### config.mk
export PLATFORM = sky130hd
export DESIGN_NAME = shift_div_seq
export DESIGN_NICKNAME = d
export VERILOG_FILES = /design/src/rtl/shift_div_seq.sv
export SDC_FILE = /design/constraint.sdc
export NUM_CORES = 1
export LEC_CHECK = 0
export ABC_AREA = 1
export CAP_MARGIN = 20
export CORE_UTILIZATION = 60
export CTS_CLUSTER_DIAMETER = 200
export DETAILED_ROUTE_END_ITERATION = 10
export DONT_BUFFER_PORTS = 1
export PLACE_DENSITY = 0.81
export RECOVER_POWER = 25
export SLEW_MARGIN = 20
export SYNTH_ARGS = -nofsm -noshare
export SYNTH_HDL_FRONTEND = slang
export SYNTH_SLANG_ARGS = --single-unit
### constraint.sdc
create_clock -name clk -period 6.8 [get_ports clk]
set_clock_uncertainty 0.1 [all_clocks]
set_input_delay 1.36 -clock clk [delete_from_list [all_inputs] [get_ports clk]]
set_output_delay 1.36 -clock clk [all_outputs]
set_load 0.02 [all_outputs]
### src/rtl/shift_div_seq.sv
// Multi-cycle power-of-two shifter: logical/arithmetic right, signed divide (trunc),
// logical left with overflow detect. Shifts up to STEP bits per enabled cycle.
module shift_div_seq #(
    parameter int WIDTH = 16,
    parameter int STEP  = 4,
    parameter int AMT_W = 5
) (
    input  logic             clk,
    input  logic             rst_n,
    input  logic             start,
    input  logic             en,
    input  logic [WIDTH-1:0] data,
    input  logic [AMT_W-1:0] amt,
    input  logic [1:0]       mode,
    output logic             busy,
    output logic             done,
    output logic [WIDTH-1:0] q,
    output logic             ovf
);

    typedef enum logic {IDLE, RUN} state_t;
    typedef enum logic [1:0] {
        M_LSR = 2'b00,
        M_ASR = 2'b01,
        M_DIV = 2'b10,
        M_LSL = 2'b11
    } mode_t;

    localparam logic [AMT_W-1:0] LP_WIDTH = AMT_W'(WIDTH);
    localparam logic [AMT_W-1:0] LP_STEP  = AMT_W'(STEP);
    localparam logic [WIDTH:0]   LP_ONE   = {{WIDTH{1'b0}}, 1'b1};

    state_t           r_state;
    mode_t            r_mode;
    logic [WIDTH:0]   r_acc;
    logic [AMT_W-1:0] r_rem;
    logic             r_flag;

    logic [AMT_W-1:0]    w_amt_c;
    logic [WIDTH:0]      w_ext;
    logic [WIDTH:0]      w_bias;
    logic [WIDTH:0]      w_load;
    logic [AMT_W-1:0]    w_k;
    logic [AMT_W-1:0]    w_rem_nxt;
    logic [WIDTH:0]      w_lsr;
    logic signed [WIDTH:0] w_asr;
    logic [WIDTH:0]      w_shl;
    logic [WIDTH-1:0]    w_lost;
    logic                w_lost_any;
    logic [WIDTH:0]      w_acc_nxt;
    logic                w_flag_nxt;

    // Load path: sign-extend for signed modes; negative divide gets a 2^amt-1 bias
    // so the later floor shift truncates toward zero.
    always_comb begin
        w_amt_c = (amt > LP_WIDTH) ? LP_WIDTH : amt;
        w_ext   = (mode[0] ^ mode[1]) ? {data[WIDTH-1], data} : {1'b0, data};
        w_bias  = '0;
        if (mode == M_DIV && data[WIDTH-1]) begin
            w_bias = (LP_ONE << w_amt_c) - LP_ONE;
        end
        w_load = w_ext + w_bias;
    end

    always_comb begin
        w_k       = (r_rem < LP_STEP) ? r_rem : LP_STEP;
        w_rem_nxt = r_rem - w_k;
        w_lsr     = r_acc >> w_k;
        w_asr     = $signed(r_acc) >>> w_k;
        w_shl     = {1'b0, r_acc[WIDTH-1:0] << w_k};
        w_lost    = '0;
        if (w_k != '0) begin
            w_lost = r_acc[WIDTH-1:0] >> (LP_WIDTH - w_k);
        end
        w_lost_any = |w_lost;
        w_flag_nxt = r_flag | w_lost_any;
        case (r_mode)
            M_LSR:   w_acc_nxt = w_lsr;
            M_LSL:   w_acc_nxt = w_shl;
            default: w_acc_nxt = w_asr;
        endcase
    end

    always_ff @(posedge clk or negedge rst_n) begin
        if (!rst_n) begin
            r_state <= IDLE;
            r_mode  <= M_LSR;
            r_acc   <= '0;
            r_rem   <= '0;
            r_flag  <= 1'b0;
            busy    <= 1'b0;
            done    <= 1'b0;
            q       <= '0;
            ovf     <= 1'b0;
        end else begin
            done <= 1'b0;
            if (r_state == IDLE) begin
                if (start) begin
                    r_acc   <= w_load;
                    r_rem   <= w_amt_c;
                    r_mode  <= mode_t'(mode);
                    r_flag  <= 1'b0;
                    busy    <= 1'b1;
                    r_state <= RUN;
                end
            end else if (en) begin
                r_acc  <= w_acc_nxt;
                r_rem  <= w_rem_nxt;
                r_flag <= w_flag_nxt;
                if (w_rem_nxt == '0) begin
                    q       <= w_acc_nxt[WIDTH-1:0];
                    ovf     <= (r_mode == M_LSL) ? w_flag_nxt : 1'b0;
                    done    <= 1'b1;
                    busy    <= 1'b0;
                    r_state <= IDLE;
                end
            end
        end
    end

endmodule

==> impl_summary.txt <==
----------------------------------------------------
[Synthesis]
  Number of different library cells in the post-synthesis netlist ... 47
  Mean cell area of the mapped netlist ... 6.42 um2
  Netlist area before placement ... 4390 um2
  EDFF count, synth ... 0
  Synth top area cells ... sky130_fd_sc_hd__dfrtp_1 (26%), sky130_fd_sc_hd__nand2_1 (16%), sky130_fd_sc_hd__ha_1 (6.8%)
  Number of synthesis warnings ... 0
  Area fraction of the dominant cell type after synthesis ... 25.6%
  Sequential area share after synthesis ... 25.6%
  Synthesized flop and latch total ... 45
  Most used DFF post-synth ... sky130_fd_sc_hd__dfrtp_1
  Dominant cell type by area after synthesis ... sky130_fd_sc_hd__dfrtp_1
  Async S/R FF share, synth ... 100%
  Post-synthesis instance total ... 684

[Critical path]
  Type of the setup path with the least slack ... input pin to flip-flop
  WP buf/inv ... 5
  Worst path max stage delay ... 0.34 ns
  R2r endpoint ... r_acc[3]$_DFFE_PN0P_
  Internal reg-to-reg setup slack ... 3.74 ns
  Critical Path Source Type ... input pin
  Beginning of the worst register-to-register path ... r_state$_DFF_PN0_
  Largest driver fanout on the critical path ... 7
  Slowest CP cell ... sky130_fd_sc_hd__ha_1
  Crit end category ... flip-flop
  Length in cells of the worst reg-to-reg path ... 7
  Worst path arrival time ... 4.35 ns
  CP top delay family ... simple AND/OR/NAND/NOR gates
  Data required time of the critical path ... 6.86 ns
  Crit-path most repeated cell ... sky130_fd_sc_hd__nand3_1
  Setup crit start ... amt[4]

[Clock network]
  CTS buffer count ... 5
  H-tree depth ... 2
  Clock Tree Root ... sky130_fd_sc_hd__clkbuf_8
  Worst-case clock buffer depth ... 2
  Number of buffers added to fix hold violations after cts ... 0
  Clock sinks ... 45
  Cells resized by post-CTS repair ... 0
  Worst skew pair latency ... 0.30 ns
  Worst-path clk slew ... 0.09 ns
  Clock tree from TritonCTS ... done
  Post-CTS Setup Repair Bufs ... 0

[Global route]
  Antenna violations before repair ... 0
  Wire length of the first global-routing pass ... 20800 um
  Global route total overflow ... 0
  Pin count of the biggest net entering global routing ... 46
  Global-route usage over all layers ... 34.8%
  Number of global-route vias before repair ... 4362

[Route]
  Sum of routed wire length over all layers ... 12800 um
  Via-to-Cell Ratio ... 6.28
  Met2 Routed Length ... 5870 um
  Via count ... 4836
  Detail-routed net length per standard cell ... 16.6 um
  Highest metal layer with signal wires ... met4
  Post-route DRC ... 0
  Number of search-and-repair iterations in the first detailed-routing pass ... 7
  Detailed router's first-iteration violation count ... 440
  Number of antenna-violating nets in the routed design ... 0
  Post-Route M1 WL ... 5430 um
  Routed length on met3 ... 1070 um

[Timing]
  Final Max Slew Viols ... 0
  Actual slew at the worst max-slew pin ... 0.845 ns
  Final Hold Vio Count ... 0
  Share of the clock period used by the worst path ... 63.2%
  Setup repair after global routing missed its margin ... no
  F_max ... 0.233 GHz
  Setup total negative slack ... 0 ns
  Minimum clock period after layout ... 4.30 ns
  Total of endpoints with negative setup slack in the final report ... 0
  Tightest slew margin relative to the limit ... 43.7%

[Floorplanning]
  Number of rows created at floorplan ... 30
  Initial Util ... 63.3%
  Core box area ... 6940 um2
  Die Width ... 87.6 um
  Number of top-level pins ... 46
  Die H ... 87.6 um
  Die area ... 7670 um2

[Placed design]
  Detailed placement HPWL ... 9910 um
  Count of input and output buffers ... 0
  Placed cell area ... 4410 um2
  Last weighted congestion value of the routability-driven placer ... 0.941

[Pwr]
  IR Drop Worst-Case VDD ... 0.165 mV
  Leakage ... 2.23 nW
  Areal power density over the cells ... 437 nW/um2

[Layout]
  Layout area overhead ... 2.56%
  Share of cells above drive strength 1 ... 7.12%
  Fill cell count ... 666
  Nets@finish ... 725
  Multi-input gate area in the final layout ... 2840 um2
  Sequential cell area ... 1130 um2
  Summed area of non-filler cells in the final layout ... 4510 um2
  Inserted Diodes ... 0

[Worst hold path]
  Count of cells along the worst hold path ... 2
  Min-Delay Endpoint ... r_acc[12]$_DFFE_PN0P_
  Startpoint of the worst hold path ... r_acc[12]$_DFFE_PN0P_
  Min-delay worst type ... flip-flop to flip-flop

[Run status]
  Result of the run ... finished clean

[Run]
  Number of max-capacitance violations reported ... 0

----------------------------------------------------
## synth_stat cells, types with 2 or more instances
library cell and instances:
sky130_fd_sc_hd__a21boi_0 3, sky130_fd_sc_hd__a21o_1 2, sky130_fd_sc_hd__a21oi_1 42, sky130_fd_sc_hd__a21oi_2 3
sky130_fd_sc_hd__a22oi_1 3, sky130_fd_sc_hd__a31oi_1 11, sky130_fd_sc_hd__buf_2 6, sky130_fd_sc_hd__buf_6 4
sky130_fd_sc_hd__clkbuf_1 11, sky130_fd_sc_hd__conb_1 2, sky130_fd_sc_hd__dfrtp_1 45, sky130_fd_sc_hd__ha_1 24
sky130_fd_sc_hd__inv_1 69, sky130_fd_sc_hd__inv_2 6, sky130_fd_sc_hd__inv_4 2, sky130_fd_sc_hd__nand2_1 189
sky130_fd_sc_hd__nand2_2 5, sky130_fd_sc_hd__nand2_4 2, sky130_fd_sc_hd__nand3_1 33, sky130_fd_sc_hd__nand3_2 2
sky130_fd_sc_hd__nand3b_1 2, sky130_fd_sc_hd__nand4_1 16, sky130_fd_sc_hd__nor2_1 62, sky130_fd_sc_hd__nor2_2 4
sky130_fd_sc_hd__nor2_4 2, sky130_fd_sc_hd__nor3_1 10, sky130_fd_sc_hd__nor3_2 2, sky130_fd_sc_hd__o2111ai_1 7
sky130_fd_sc_hd__o211ai_1 8, sky130_fd_sc_hd__o21a_1 2, sky130_fd_sc_hd__o21ai_0 54, sky130_fd_sc_hd__o21ai_1 19
sky130_fd_sc_hd__o21ai_2 7, sky130_fd_sc_hd__o221ai_1 3, sky130_fd_sc_hd__o22ai_1 5, sky130_fd_sc_hd__xnor2_1 2
sky130_fd_sc_hd__xor2_1 5
## cells by family (layout without fill, tap and decap cells)
| group | Yosys count | in the layout | share of synthesized area (%) |
|---|---|---|---|
| fa+ha+maj | 25 | 25 | 7.29 |
| flops | 45 | 45 | 25.6 |
| simple gates | 331 | 331 | 32.5 |
| compound gates | 173 | 173 | 23.2 |
| buf+inv | 101 | 90 | 9.85 |
| xor+xnor | 7 | 7 | 1.40 |
| other cells | 2 | 3 | 0.171 |
## stage by stage
step | instances | hold slack [ns] | power, W | utilization [%] | worst slack [ns]
finish | 770 | 0.450 | 0.00197 | 64.9 | 2.50
global route | 770 | 0.469 | 0.00213 | 64.9 | 2.09
detailed placement | 762 | 0.418 | 0.00176 | 63.5 | 2.23
CTS | 770 | 0.441 | 0.00193 | 64.9 | 2.54
global placement | 762 | 0.411 | 0.00172 | 63.5 | 2.34
floorplan | 685 | 0.371 | 0.00147 | - | 2.44
## power by group
part           switching [W]  internal (W)
Sequential          0.000183      0.000383
Combinational       0.000844      0.000388
Clock              0.0000981     0.0000743
Total                0.00113      0.000845
## cell usage in the layout (no fill, tap or decap), drive strengths merged
cell type,n
inv,78
o21a,2
o21bai,1
nand4,16
o211ai,8
clkinvlp,1
clkbuf,5
a221oi,1
nand3b,2
nor3,12
conb,3
a21oi,45
a31oi,11
a2111oi,1
o221ai,3
o2111ai,7
clkinv,2
o22ai,5
a22oi,3
dfrtp,45
xor2,5
nand3,35
nor4,1
or2,1
buf,4
nand2,196
a21boi,3
a21o,2
ha,24
xnor2,2
nor2,68
fa,1
o21ai,80
o31ai,1
## worst register-to-register path, delay by kind of cell (launching register included)
family,cells,cell delay [ns]
and+or+nand+nor,2,0.44
buffers and inverters,3,1.01
DFF,1,0.90
AOI/OAI and AO/OA,2,0.53
## worst max-delay path by stage
stage | endpoint | slack (ns) | cells after the start
2_1_floorplan | r_acc[14]$_DFFE_PN0P_ | 2.44 | 26
3_3_place_gp | r_acc[14]$_DFFE_PN0P_ | 2.34 | 25
3_5_place_dp | r_acc[14]$_DFFE_PN0P_ | 2.23 | 25
4_1_cts | r_acc[14]$_DFFE_PN0P_ | 2.54 | 25
5_1_grt | r_acc[14]$_DFFE_PN0P_ | 2.09 | 25
6_report | r_acc[14]$_DFFE_PN0P_ | 2.50 | 25
## flip-flops by register name, indices dropped and copies added, names as in the netlist
signal / cells
r_acc: 17
q: 16
r_rem: 5
r_mode: 2
busy: 1
done: 1
ovf: 1
r_flag: 1
r_state: 1
## layout make-up
type / instances / area share, %
multi-input combinational: 539 / 63.0
sequential: 45 / 25.0
tap: 96 / 2.67
inverter: 78 / 6.61
clock inverter: 3 / 0.555
timing repair buffer: 4 / 0.666
clock buffer: 5 / 1.53
## layer usage
layer | track usage (%) | vias to the layer above
met5 | 0 | -
met4 | 13.7 | 0
met3 | 6.60 | 45
met2 | 56.6 | 282
met1 | 45.9 | 2227
li1 | - | 2282
No activity file was read; power rests on OpenSTA's default activity.
